File: src/rtl/lsu_riscv.sv
// lsu_riscv: load/store unit between the execute stage and the data memory port.
// Runs a req/gnt/rvalid handshake, formats store byte lanes, extends load data
// and stalls the core until the access completes.
// Optional feature macro: LSU_MISALIGN_TRAP_EN (misaligned H/HU/W accesses skip
// memory and raise lsu_misalign_o for one cycle instead of being force-aligned).
module lsu_riscv (
  input  logic        clk_i,
  input  logic        arstn_i,
  input  logic        lsu_req_i,
  input  logic        lsu_we_i,
  input  logic [2:0]  lsu_size_i,
  input  logic [31:0] lsu_addr_i,
  input  logic [31:0] lsu_data_i,
  output logic [31:0] lsu_data_o,
  output logic        lsu_stall_req_o,
  output logic        lsu_misalign_o,
  output logic        data_req_o,
  output logic        data_we_o,
  output logic [3:0]  data_be_o,
  output logic [31:0] data_addr_o,
  output logic [31:0] data_wdata_o,
  input  logic        data_gnt_i,
  input  logic        data_rvalid_i,
  input  logic [31:0] data_rdata_i
);

  localparam logic [2:0] LDST_B  = 3'd0;
  localparam logic [2:0] LDST_H  = 3'd1;
  localparam logic [2:0] LDST_W  = 3'd2;
  localparam logic [2:0] LDST_BU = 3'd4;
  localparam logic [2:0] LDST_HU = 3'd5;

  typedef enum logic [1:0] {IDLE, REQ, RESP, DONE} state_t;

  state_t      state_reg;
  logic [2:0]  size_reg;
  logic [1:0]  offset_reg;
  logic [3:0]  be_next;
  logic [31:0] wdata_next;
  logic [31:0] load_ext;
  logic [7:0]  byte_sel;
  logic [15:0] half_sel;

`ifdef LSU_MISALIGN_TRAP_EN
  logic misalign_reg;
  logic misaligned;

  // Flag halfword accesses on odd bytes and word accesses off a word boundary.
  always_comb begin
    misaligned = 1'b0;
    case (lsu_size_i)
      LDST_H, LDST_HU: misaligned = lsu_addr_i[0];
      LDST_W:          misaligned = (lsu_addr_i[1:0] != 2'b00);
      default:         misaligned = 1'b0;
    endcase
  end

  assign lsu_misalign_o = misalign_reg;
`else
  assign lsu_misalign_o = 1'b0;
`endif

  // Stall is combinational so the core freezes in the very cycle it requests.
  assign lsu_stall_req_o = lsu_req_i && (state_reg != DONE);

  // Byte enables and lane-replicated store data from the incoming request;
  // unused low address bits simply drop out of the shift amounts.
  always_comb begin
    be_next    = 4'b0001 << lsu_addr_i[1:0];
    wdata_next = {4{lsu_data_i[7:0]}};
    case (lsu_size_i)
      LDST_H, LDST_HU: begin
        be_next    = 4'b0011 << {lsu_addr_i[1], 1'b0};
        wdata_next = {2{lsu_data_i[15:0]}};
      end
      LDST_W: begin
        be_next    = 4'b1111;
        wdata_next = lsu_data_i;
      end
      default: begin
        be_next    = 4'b0001 << lsu_addr_i[1:0];
        wdata_next = {4{lsu_data_i[7:0]}};
      end
    endcase
  end

  // Pick the addressed byte/halfword out of the read word and extend it.
  always_comb begin
    byte_sel = data_rdata_i[7:0];
    case (offset_reg)
      2'd0: byte_sel = data_rdata_i[7:0];
      2'd1: byte_sel = data_rdata_i[15:8];
      2'd2: byte_sel = data_rdata_i[23:16];
      2'd3: byte_sel = data_rdata_i[31:24];
      default: byte_sel = data_rdata_i[7:0];
    endcase
    half_sel = offset_reg[1] ? data_rdata_i[31:16] : data_rdata_i[15:0];
    case (size_reg)
      LDST_H:  load_ext = {{16{half_sel[15]}}, half_sel};
      LDST_W:  load_ext = data_rdata_i;
      LDST_BU: load_ext = {24'd0, byte_sel};
      LDST_HU: load_ext = {16'd0, half_sel};
      default: load_ext = {{24{byte_sel[7]}}, byte_sel};
    endcase
  end

  // Access FSM with registered memory-side outputs and load result.
  always_ff @(posedge clk_i or negedge arstn_i) begin
    if (!arstn_i) begin
      state_reg    <= IDLE;
      size_reg     <= LDST_B;
      offset_reg   <= 2'd0;
      lsu_data_o   <= 32'd0;
      data_req_o   <= 1'b0;
      data_we_o    <= 1'b0;
      data_be_o    <= 4'd0;
      data_addr_o  <= 32'd0;
      data_wdata_o <= 32'd0;
`ifdef LSU_MISALIGN_TRAP_EN
      misalign_reg <= 1'b0;
`endif
    end else begin
      case (state_reg)
        IDLE: begin
          if (lsu_req_i) begin
            size_reg     <= lsu_size_i;
            offset_reg   <= lsu_addr_i[1:0];
            data_we_o    <= lsu_we_i;
            data_be_o    <= be_next;
            data_addr_o  <= {lsu_addr_i[31:2], 2'b00};
            data_wdata_o <= wdata_next;
`ifdef LSU_MISALIGN_TRAP_EN
            if (misaligned) begin
              misalign_reg <= 1'b1;
              state_reg    <= DONE;
            end else begin
              data_req_o <= 1'b1;
              state_reg  <= REQ;
            end
`else
            data_req_o <= 1'b1;
            state_reg  <= REQ;
`endif
          end
        end
        REQ: begin
          if (data_gnt_i) begin
            data_req_o <= 1'b0;
            state_reg  <= data_we_o ? DONE : RESP;
          end
        end
        RESP: begin
          if (data_rvalid_i) begin
            lsu_data_o <= load_ext;
            state_reg  <= DONE;
          end
        end
        DONE: begin
`ifdef LSU_MISALIGN_TRAP_EN
          misalign_reg <= 1'b0;
`endif
          state_reg <= IDLE;
        end
        default: state_reg <= IDLE;
      endcase
    end
  end

endmodule

File: config.mk
export PLATFORM = sky130hd
export DESIGN_NAME = lsu_riscv
export DESIGN_NICKNAME = d
export VERILOG_FILES = /design/src/rtl/lsu_riscv.sv
export SDC_FILE = /design/constraint.sdc
export NUM_CORES = 1
export LEC_CHECK = 0
export ABC_AREA = 0
export CORE_UTILIZATION = 40
export DETAILED_ROUTE_END_ITERATION = 16
export DONT_BUFFER_PORTS = 1
export SKIP_LAST_GASP = 1
export SYNTH_ARGS = -nofsm -noshare
export SYNTH_HDL_FRONTEND = slang
export SYNTH_SLANG_ARGS = --single-unit
File: constraint.sdc
create_clock -name clk_i -period 1.63 [get_ports clk_i]
set_input_delay 0.326 -clock clk_i [delete_from_list [all_inputs] [get_ports clk_i]]
set_output_delay 0.326 -clock clk_i [all_outputs]
set_load 0.01 [all_outputs]
==> results of run 1 <==
## worst reg2reg max path: stages (launching register included)
cell     delay, ns
dfrtp_1       0.39
inv_1         0.11
ha_4          0.19
nor2b_1       0.15
or3_4         0.38
mux2_2        0.27
## what timing repair did
action / 4_1_cts / 5_1_grt
buffers inserted: 1 / 0
setup endpoints to repair: 3 / 15
hold endpoints to repair: 107 / 107
cloned: 0 / 0
resized for setup: 3 / 4
## power by group through the flow
stage / Clock, mW / Sequential [mW] / Combinational, mW
finish: 2.36 / 5.58 / 4.10
global route: 2.49 / 5.73 / 4.62
CTS: 2.41 / 5.60 / 4.10
detailed placement: 0 / 5.63 / 4.05
global placement: 0 / 5.62 / 3.86
floorplan: 0 / 5.25 / 3.18
## cell type report
type,count,area (um^2),area share (%)
Timing Repair Buffer,25,241.5,4.025
Clock buffer,13,280.3,4.672
Multi-Input combinational cell,422,2521,42.02
Clock inverter,3,43.79,0.7299
Sequential cell,107,2678,44.63
Inverter,4,15.01,0.2503
Tap cell,176,220.2,3.670
## cells by family after synthesis
logic type / Yosys count / synth area share [%]
mux: 33 / 8.524
buf+inv: 54 / 4.517
compound gates: 102 / 14.45
flops: 107 / 49.57
simple gates: 280 / 21.94
fa+ha+maj: 4 / 0.9266
other cells: 1 / 0.06943
## stage by stage
| step | utilization, % | hold WS (ns) | instance area [um^2] | setup WS [ns] | cells |
|---|---|---|---|---|---|
| floorplan | - | 0.03041 | 5414 | 0.03456 | 583 |
| global placement | 42.77 | 0.03296 | 5642 | 0.04841 | 733 |
| detailed placement | 42.77 | 0.03275 | 5642 | -0.07355 | 733 |
| CTS | 45.36 | -0.3549 | 5983 | 0.01182 | 750 |
| global route | 45.48 | -0.3569 | 6000 | -0.05288 | 750 |
| finish | 45.48 | -0.3434 | 6000 | 0.01120 | 750 |
## path summary, 6_finish.rpt
check | startpoint | end | slack (ns) | cells after the start
setup / recovery | state_reg[1]$_DFFE_PN0P_ | state_reg[1]$_DFFE_PN0P_ | 0.01 | 5
hold / removal | arstn_i | lsu_data_o[29]$_DFFE_PN0P_ | -0.34 | 0
setup reg to reg | state_reg[1]$_DFFE_PN0P_ | state_reg[1]$_DFFE_PN0P_ | 0.01 | 5
hold reg to reg | data_addr_o[29]$_DFFE_PN0P_ | data_addr_o[29]$_DFFE_PN0P_ | 0.55 | 2
max in group asynchronous | arstn_i | data_wdata_o[7]$_DFFE_PN0P_ | 1.85 | 0
min in group clk_i | lsu_data_i[6] | data_wdata_o[6]$_DFFE_PN0P_ | 0.08 | 2
## per-layer routing
metal  wire, um  vias to the layer above  share of wire (%)  track usage [%]
met5          0                        -                  0                0
met2       6927                      190                 47            33.53
met3       1619                       21                 11            8.736
li1           -                     1970                  -                -
met1       5789                     2079                 40            25.61
met4        276                        0                1.9            8.173
## synthesized netlist by cell type (all sizes together) (3+ instances only)
| library cell | number | share of area, % |
|---|---|---|
| a21oi | 16 | 1.5 |
| a221oi | 15 | 2.4 |
| a31oi | 27 | 3.1 |
| a41oi | 16 | 4.0 |
| and2 | 3 | 0.35 |
| buf | 22 | 2.3 |
| clkbuf | 28 | 2.0 |
| dfrtp | 107 | 50 |
| ha | 4 | 0.93 |
| inv | 3 | 0.21 |
| mux2 | 24 | 5.0 |
| mux4 | 8 | 3.3 |
| nand2 | 173 | 12 |
| nand3 | 17 | 1.6 |
| nor2 | 60 | 4.2 |
| nor2b | 7 | 0.81 |
| nor3b | 3 | 0.60 |
| o211ai | 8 | 1.1 |
| o21ai | 13 | 1.3 |
| o31ai | 3 | 0.42 |
| or3 | 3 | 0.35 |
| or3b | 10 | 1.6 |
==> flow_summary.json, run 1 <==
{
  "status": "complete, but fails checks",
  "violations": "hold timing",
  "grt_max_degree": 108,
  "fin_crit_sh_pct": 99.31,
  "sw_frac_of_total_pct": 40.01,
  "async_flop_share_pct": 100.0,
  "worst-path-buf-inv": 1,
  "synth_enable_flop_cells": 0,
  "layout_common_cells": "nand2_1, dfrtp_1, nor2_1",
  "n_antenna_cell": 0,
  "ioPinCount": 209,
  "fmax_ghz": 0.6177,
  "maxCapViolCount": 0,
  "hold_path.class": "input pin to async pin",
  "syn_area_mm2": 0.005401,
  "ys_ff_latch": 107,
  "wl_per_cell_um": 19.48,
  "dp_hpwl_um": 10330,
  "path_max_fanout": 5,
  "grt.total_usage_pct": 21.16,
  "path_class": "flip-flop to flip-flop",
  "holdWs_ns": -0.3434,
  "ant_nets": 0,
  "die_x_um": 118.2,
  "drt_iter0_markers": 274,
  "period_needed_ns": 1.619,
  "synth_flop_cell": "dfrtp_1",
  "seq_power_share_pct": 46.4,
  "p_leak_nw": 2.582,
  "power.density_mw_per_mm2": 2006,
  "p_sw_mw": 4.815,
  "clock_skew_ns": 0.01244,
  "p_int_mw": 7.219,
  "cp_cell_sequence": "inv_1, ha_4, nor2b_1, or3_4, mux2_2",
  "netlist-cell-type-count": 38,
  "top_regs": "data_wdata_o: 32 flops, lsu_data_o: 32 flops, data_addr_o: 30 flops",
  "syn2layout_area_growth_pct": 11.07,
  "drive_gt1_share_pct": 18.12,
  "clk_latency_ns": 0.35,
  "synth_area_per_cell_um2": 9.297,
  "root_buffer": "clkbuf_16",
  "gp_congestion": 0.8872,
  "syn_inst": 581,
  "drtPass1Iterations": 4,
  "vias": 4260,
  "post-route-drc-count": 0,
  "clock_sinks": 107,
  "antenna_found_initial": 0,
  "coreArea_mm2": 0.01319,
  "p_total_mw": 12.03,
  "crit_arrival_ns": 1.85,
  "routed_wl_um": 14610,
  "row_count": 42,
  "clk_pin_slew_ns": 0.08,
  "nNetsFinal": 678,
  "grt_setup_unrepaired": "yes",
  "pwr-share-clk_pct": 19.6,
  "layout_commonest_cell": "nand2_1",
  "grt_pass1_vias": 4280,
  "port_buffers": 0,
  "power_frac_comb_pct": 34.1,
  "end_kind": "flip-flop",
  "tightest_slew_ns": 0.6595,
  "cts_tree": "done",
  "synth-seq-area-share_pct": 49.57,
  "slowest_stage": "dfrtp_1",
  "timing.slew.headroom_pct": 55.94,
  "final-max-slew-violation-count": 0,
  "tns_ns": 0,
  "final-hold-violation-count": 107,
  "grt_pass1_wl_um": 23030,
  "die_h_um": 118.2,
  "crit_required_ns": 1.86,
  "start_util_pct": 40.95,
  "cts_buffer_depth": 2,
  "yosysWarningCount": 0,
  "htreeDepth": 3,
  "die_area_mm2": 0.01397,
  "via_per_inst": 5.680,
  "numCtsBuffers": 9,
  "ir_drop_v": 0.0007286,
  "fillCellCount": 1293,
  "overflow": 0,
  "path_delay_family": "simple AND/OR/NAND/NOR gates",
  "critPathMaxStageDelay_ns": 0.39,
  "setup_viol_count_final": 0,
  "startpoint_type": "flip-flop"
}
Power figures use the tool's default switching activity.
==> inputs of run 2 (changes only) <==
--- a/config.mk
+++ b/config.mk
@@ -6,7 +6,7 @@
 export NUM_CORES = 1
 export LEC_CHECK = 0
 export ABC_AREA = 0
-export CORE_UTILIZATION = 40
+export CORE_UTILIZATION = 43
 export DETAILED_ROUTE_END_ITERATION = 16
 export DONT_BUFFER_PORTS = 1
 export SKIP_LAST_GASP = 1
==> run 2 against run 1 <==
Net effect: the run still ends with hold timing left; sequential share of layout area barely moved; worst hold slack improved by 0.0068 ns; via count rose by 0.66%; non-clock buffer count fell by 3; worst setup slack improved by 0.028 ns; clock power fell by 6%; cell count fell by 1.5%; design area barely moved; critical path type unchanged.
==> flow_summary.json, run 2 (synthesized netlist as in run 1, its figures left out) <==
{
  "status": "complete, but fails checks",
  "violations": "hold timing",
  "ir_drop_v": 0.0007476,
  "clk_pin_slew_ns": 0.07,
  "wl_per_cell_um": 19.30,
  "holdWs_ns": -0.3366,
  "placed_cells": 723,
  "fillCellCount": 1125,
  "final-max-slew-violation-count": 0,
  "tightest_slew_ns": 0.6163,
  "crit_required_ns": 1.86,
  "port_buffers": 0,
  "grt_pass1_vias": 4225,
  "row_count": 40,
  "gp_congestion": 0.8262,
  "end_kind": "flip-flop",
  "syn2layout_area_growth_pct": 11.12,
  "startpoint_type": "flip-flop",
  "seq_area_mm2": 0.002679,
  "dp_hpwl_um": 9856,
  "htreeDepth": 3,
  "post-route-drc-count": 0,
  "maxCapViolCount": 0,
  "n_antenna_cell": 0,
  "p_total_mw": 11.99,
  "ioPinCount": 209,
  "hold_path.class": "input pin to async pin",
  "ant_nets": 0,
  "layout_commonest_cell": "nand2_1",
  "drive_gt1_share_pct": 18.21,
  "grt_pass1_wl_um": 22730,
  "fmax_ghz": 0.6285,
  "seq_power_share_pct": 46.8,
  "layout_common_cells": "nand2_1, dfrtp_1, nor2_1",
  "routed_wl_um": 14260,
  "tns_ns": 0,
  "drt_iter0_markers": 293,
  "finalInstanceArea_mm2": 0.006002,
  "grt.total_usage_pct": 22.74,
  "period_needed_ns": 1.591,
  "antenna_found_initial": 0,
  "grt_max_degree": 108,
  "clk_latency_ns": 0.35,
  "die_area_mm2": 0.01301,
  "final-hold-violation-count": 107,
  "place_area_mm2": 0.005654,
  "multi_input_comb_area_mm2": 0.002541,
  "crit_arrival_ns": 1.82,
  "overflow": 0,
  "power.density_mw_per_mm2": 1997,
  "numCtsBuffers": 9,
  "sw_frac_of_total_pct": 40.35,
  "vias": 4288,
  "pwr-share-clk_pct": 18.4,
  "fin_cells": 739,
  "die_h_um": 114.1,
  "clock_sinks": 107,
  "coreArea_mm2": 0.01211,
  "p_int_mw": 7.149,
  "via_per_inst": 5.802,
  "clock_skew_ns": 0.005410,
  "die_x_um": 114.1,
  "setup_viol_count_final": 0,
  "p_leak_nw": 2.556,
  "timing.slew.headroom_pct": 58.83,
  "fin_crit_sh_pct": 97.61,
  "top_regs": "data_wdata_o: 32 flops, lsu_data_o: 32 flops, data_addr_o: 30 flops",
  "nNetsFinal": 675,
  "root_buffer": "clkbuf_16",
  "cts_tree": "done",
  "start_util_pct": 44.60,
  "power_frac_comb_pct": 34.8,
  "path_class": "flip-flop to flip-flop",
  "path_max_fanout": 3,
  "p_sw_mw": 4.836,
  "drtPass1Iterations": 5,
  "cts_buffer_depth": 2
}
==> run 2: cell types whose count changed in the layout (fill, tap and decap cells not counted), sizes merged <==
cell and change:
buf -3, clkinvlp +2, clkbuf -1, clkinv -1
==> run 2: what timing repair did <==
item / 4_1_cts / 5_1_grt
gates resized for setup: 0 / 14
setup endpoints to repair: 0 / 56
hold endpoints to repair: 107 / 107
buffers inserted: 0 / 0
==> run 2: metal layers <==
| metal | wire length (um) | track usage, % | vias to the layer above |
|---|---|---|---|
| li1 | - | - | 1966 |
| met1 | 5693 | 27.97 | 2113 |
| met2 | 6900 | 36.36 | 189 |
| met3 | 1359 | 8.417 | 20 |
| met4 | 310 | 8.918 | 0 |
| met5 | 0 | 0 | - |
==> run 2: layout make-up <==
class                           instances  share of cell area, %
Clock buffer                           12                  4.107
Inverter                                4                 0.2502
Tap cell                              168                  3.502
Timing Repair Buffer                   22                  4.336
Clock inverter                          4                 0.8339
Multi-Input combinational cell        422                  42.34
Sequential cell                       107                  44.63
==> run 2: per-stage QoR <==
stage,setup slack [ns],util [%]
floorplan,0.03456,-
global placement,0.07027,46.68
detailed placement,0.01132,46.68
CTS,0.0007045,49.13
global route,-0.01918,49.56
finish,0.03888,49.56
==> run 2: path summary, 6_finish.rpt <==
check	from	cells past startpoint	end	slack, ns
max	state_reg[1]$_DFFE_PN0P_	5	state_reg[1]$_DFFE_PN0P_	0.04
min	arstn_i	0	lsu_data_o[27]$_DFFE_PN0P_	-0.34
max reg2reg	state_reg[1]$_DFFE_PN0P_	5	state_reg[1]$_DFFE_PN0P_	0.04
min reg2reg	data_addr_o[10]$_DFFE_PN0P_	2	data_addr_o[10]$_DFFE_PN0P_	0.55
max in group asynchronous	arstn_i	0	data_wdata_o[8]$_DFFE_PN0P_	1.80
min in group clk_i	lsu_data_i[0]	2	data_wdata_o[0]$_DFFE_PN0P_	0.08
==> run 2: power by group through the flow <==
stage	combinational, mW	clock (mW)	sequential, mW
after global routing	4.70	2.40	5.77
after detailed placement	4.09	0	5.64
final	4.17	2.21	5.61
after floorplan	3.18	0	5.25
after global placement	3.91	0	5.64
after CTS	4.08	2.27	5.62
==> run 2: worst max-delay path, cell delays in order (launching register included) <==
cell	delay, ns
dfrtp_2	0.42
inv_2	0.07
ha_1	0.21
nor2b_1	0.16
or3_4	0.34
mux2_2	0.28
==> inputs of run 3 (changes only) <==
--- a/config.mk
+++ b/config.mk
@@ -5,7 +5,7 @@
 export SDC_FILE = /design/constraint.sdc
 export NUM_CORES = 1
 export LEC_CHECK = 0
-export ABC_AREA = 0
+export ABC_AREA = 1
 export CORE_UTILIZATION = 43
 export DETAILED_ROUTE_END_ITERATION = 16
 export DONT_BUFFER_PORTS = 1
==> run 3 against run 2 <==
Net effect: the flow still finishes with violations (hold timing); cell count grew 32%; routed wire length grew 6.8%; combinational power grew 12%; count of clock-buffer cells in the layout shrank 2; register-to-register slack gained 0.09 ns; clock skew grew 0.0030 ns; non-clock buffer count grew 4; worst setup slack gained 0.026 ns; sequential share of layout area shrank 1.4 points; area after synthesis grew 4.7%; global-route usage shrank 0.66 points.
==> flow_summary.json, run 3 <==
{
  "numCtsBuffers": 9,
  "n_antenna_cell": 0,
  "final-hold-violation-count": 107,
  "setup_ws_ns": 0.06482,
  "dp_slack_ns": 0.04240,
  "startpoint_type": "flip-flop",
  "yosysTopAreaCellShare_pct": 47.36,
  "via_per_inst": 5.167,
  "fin_cells": 972,
  "maxCapViolCount": 0,
  "synth.most_common_cell": "nand2_1",
  "final-max-slew-violation-count": 0,
  "root_buffer": "clkbuf_16",
  "vias": 5022,
  "fillCellCount": 1303,
  "synth_flop_cell": "dfrtp_1",
  "grt_setup_unrepaired": "no",
  "antenna_found_initial": 0,
  "nNetsFinal": 904,
  "die_h_um": 116.7,
  "dp_hpwl_um": 11030,
  "grt.total_usage_pct": 22.08,
  "layout_common_cells": "nand2_1, dfrtp_1, nor2_1",
  "synth_area_per_cell_um2": 7.050,
  "drtPass1Iterations": 4,
  "hold_path.class": "input pin to async pin",
  "violations": "hold timing",
  "die_area_mm2": 0.01361,
  "drive_gt1_share_pct": 8.375,
  "syn_inst": 802,
  "clock_skew_ns": 0.008447,
  "cts_setup_buffers": 0,
  "placed_cells": 954,
  "fmax_ghz": 0.6389,
  "ys_ff_latch": 107,
  "top_regs": "data_wdata_o: 32 flops, lsu_data_o: 32 flops, data_addr_o: 30 flops",
  "port_buffers": 0,
  "syn_area_mm2": 0.005654,
  "clock_sinks": 107,
  "power.density_mw_per_mm2": 1955,
  "status": "complete, but fails checks",
  "ir_drop_v": 0.001007,
  "yosysWarningCount": 0,
  "cts_buffer_depth": 2,
  "netlist-cell-type-count": 26,
  "grt_pass1_vias": 4829,
  "row_count": 41,
  "synth-seq-area-share_pct": 47.36,
  "wl_per_cell_um": 15.67,
  "htreeDepth": 3,
  "syn2layout_area_growth_pct": 9.427,
  "clk_latency_ns": 0.34,
  "p_leak_nw": 3.410,
  "gp_congestion": 0.8961,
  "yosys.area.top_type": "dfrtp_1",
  "coreArea_mm2": 0.01272,
  "routed_wl_um": 15240,
  "crit_required_ns": 1.30,
  "post-route-drc-count": 0,
  "grt_max_degree": 108,
  "path_class": "flip-flop to primary output",
  "synthTopCellsByArea": "dfrtp_1, nand2_1, nand3_1",
  "ant_nets": 0,
  "ioPinCount": 209,
  "crit_arrival_ns": 1.24,
  "setup_viol_count_final": 0,
  "layout_commonest_cell": "nand2_1",
  "drt_iter0_markers": 252,
  "end_kind": "primary output",
  "async_flop_share_pct": 100.0,
  "holdWs_ns": -0.3261,
  "start_util_pct": 44.44,
  "period_needed_ns": 1.565,
  "path_max_fanout": 5,
  "clk_pin_slew_ns": 0.07,
  "fin_crit_sh_pct": 96.02,
  "synth_enable_flop_cells": 0,
  "cts_tree": "done",
  "overflow": 0,
  "grt_pass1_wl_um": 23130,
  "synth_commonest_cells": "nand2_1, dfrtp_1, nor2_1",
  "tns_ns": 0,
  "die_x_um": 116.7
}
-- run 3: worst max-delay path: stages, from the launching register on --
cell and delay [ns]:
dfrtp_1 0.38, buf_4 0.15, ha_1 0.20, nor2_2 0.17
-- run 3: path summary, 6_finish.rpt --
| kind | startpoint | endpoint | slack (ns) | depth (start not counted) |
|---|---|---|---|---|
| setup / recovery | state_reg[0]$_DFFE_PN0P_ | lsu_stall_req_o | 0.06 | 3 |
| hold / removal | arstn_i | lsu_data_o[4]$_DFFE_PN0P_ | -0.33 | 0 |
| setup reg to reg | state_reg[1]$_DFFE_PN0P_ | data_wdata_o[26]$_DFFE_PN0P_ | 0.13 | 8 |
| hold reg to reg | size_reg[2]$_DFFE_PN0P_ | size_reg[2]$_DFFE_PN0P_ | 0.53 | 2 |
| max in group asynchronous | arstn_i | lsu_data_o[2]$_DFFE_PN0P_ | 1.75 | 0 |
| min in group clk_i | lsu_data_i[5] | data_wdata_o[5]$_DFFE_PN0P_ | 0.09 | 2 |
-- run 3: per-stage QoR --
step	area [um^2]	power, mW	utilization [%]
finish	6187	12.10	48.63
global route	6187	13.13	48.63
detailed placement	5842	9.990	45.92
global placement	5842	9.842	45.92
CTS	6132	12.12	48.20
floorplan	5662	8.699	-
-- run 3: where the power goes --
| group | switching [mW] | total (mW) | internal (mW) |
|---|---|---|---|
| combinational | 2.89 | 4.65 | 1.77 |
| sequential | 1.50 | 5.37 | 3.87 |
| clock | 0.985 | 2.08 | 1.09 |
| total | 5.37 | 12.1 | 6.73 |
-- run 3: area by class of cell --
class | instances | area, um^2 | share of cell area [%]
well taps | 172 | 215.2 | 3.478
multi-input cells | 588 | 2487 | 40.20
flip-flops and latches | 107 | 2678 | 43.28
repair buffers | 26 | 280.3 | 4.530
clock buffers | 10 | 239.0 | 3.862
clock inverters | 6 | 48.80 | 0.7887
inverters | 63 | 239.0 | 3.862
-- run 3: timing repair --
| action | 4_1_cts | 5_1_grt |
|---|---|---|
| gates cloned | 0 | 2 |
| gates resized for setup | 1 | 2 |
| endpoints found under the hold margin | 107 | 107 |
| setup endpoints to repair | 1 | 28 |
-- run 3: kinds of logic after synthesis --
logic type / after synthesis / synth area share [%]
AO/OA/AOI/OAI: 37 / 3.651
other: 1 / 0.06632
AND/OR/NAND/NOR: 544 / 39.12
buffers and inverters: 109 / 8.918
adder cells (fa/ha/maj): 4 / 0.8852
flip-flops: 107 / 47.36
-- run 3: layer usage --
layer / vias to the layer above / part of all wire (%) / wire length [um] / global-route usage (%)
li1: 2447 / - / - / -
met1: 2336 / 40 / 6115 / 25.80
met2: 216 / 48 / 7377 / 38.19
met3: 23 / 9.5 / 1441 / 6.539
met4: 0 / 2.0 / 299 / 8.439
met5: - / 0 / 0 / 0
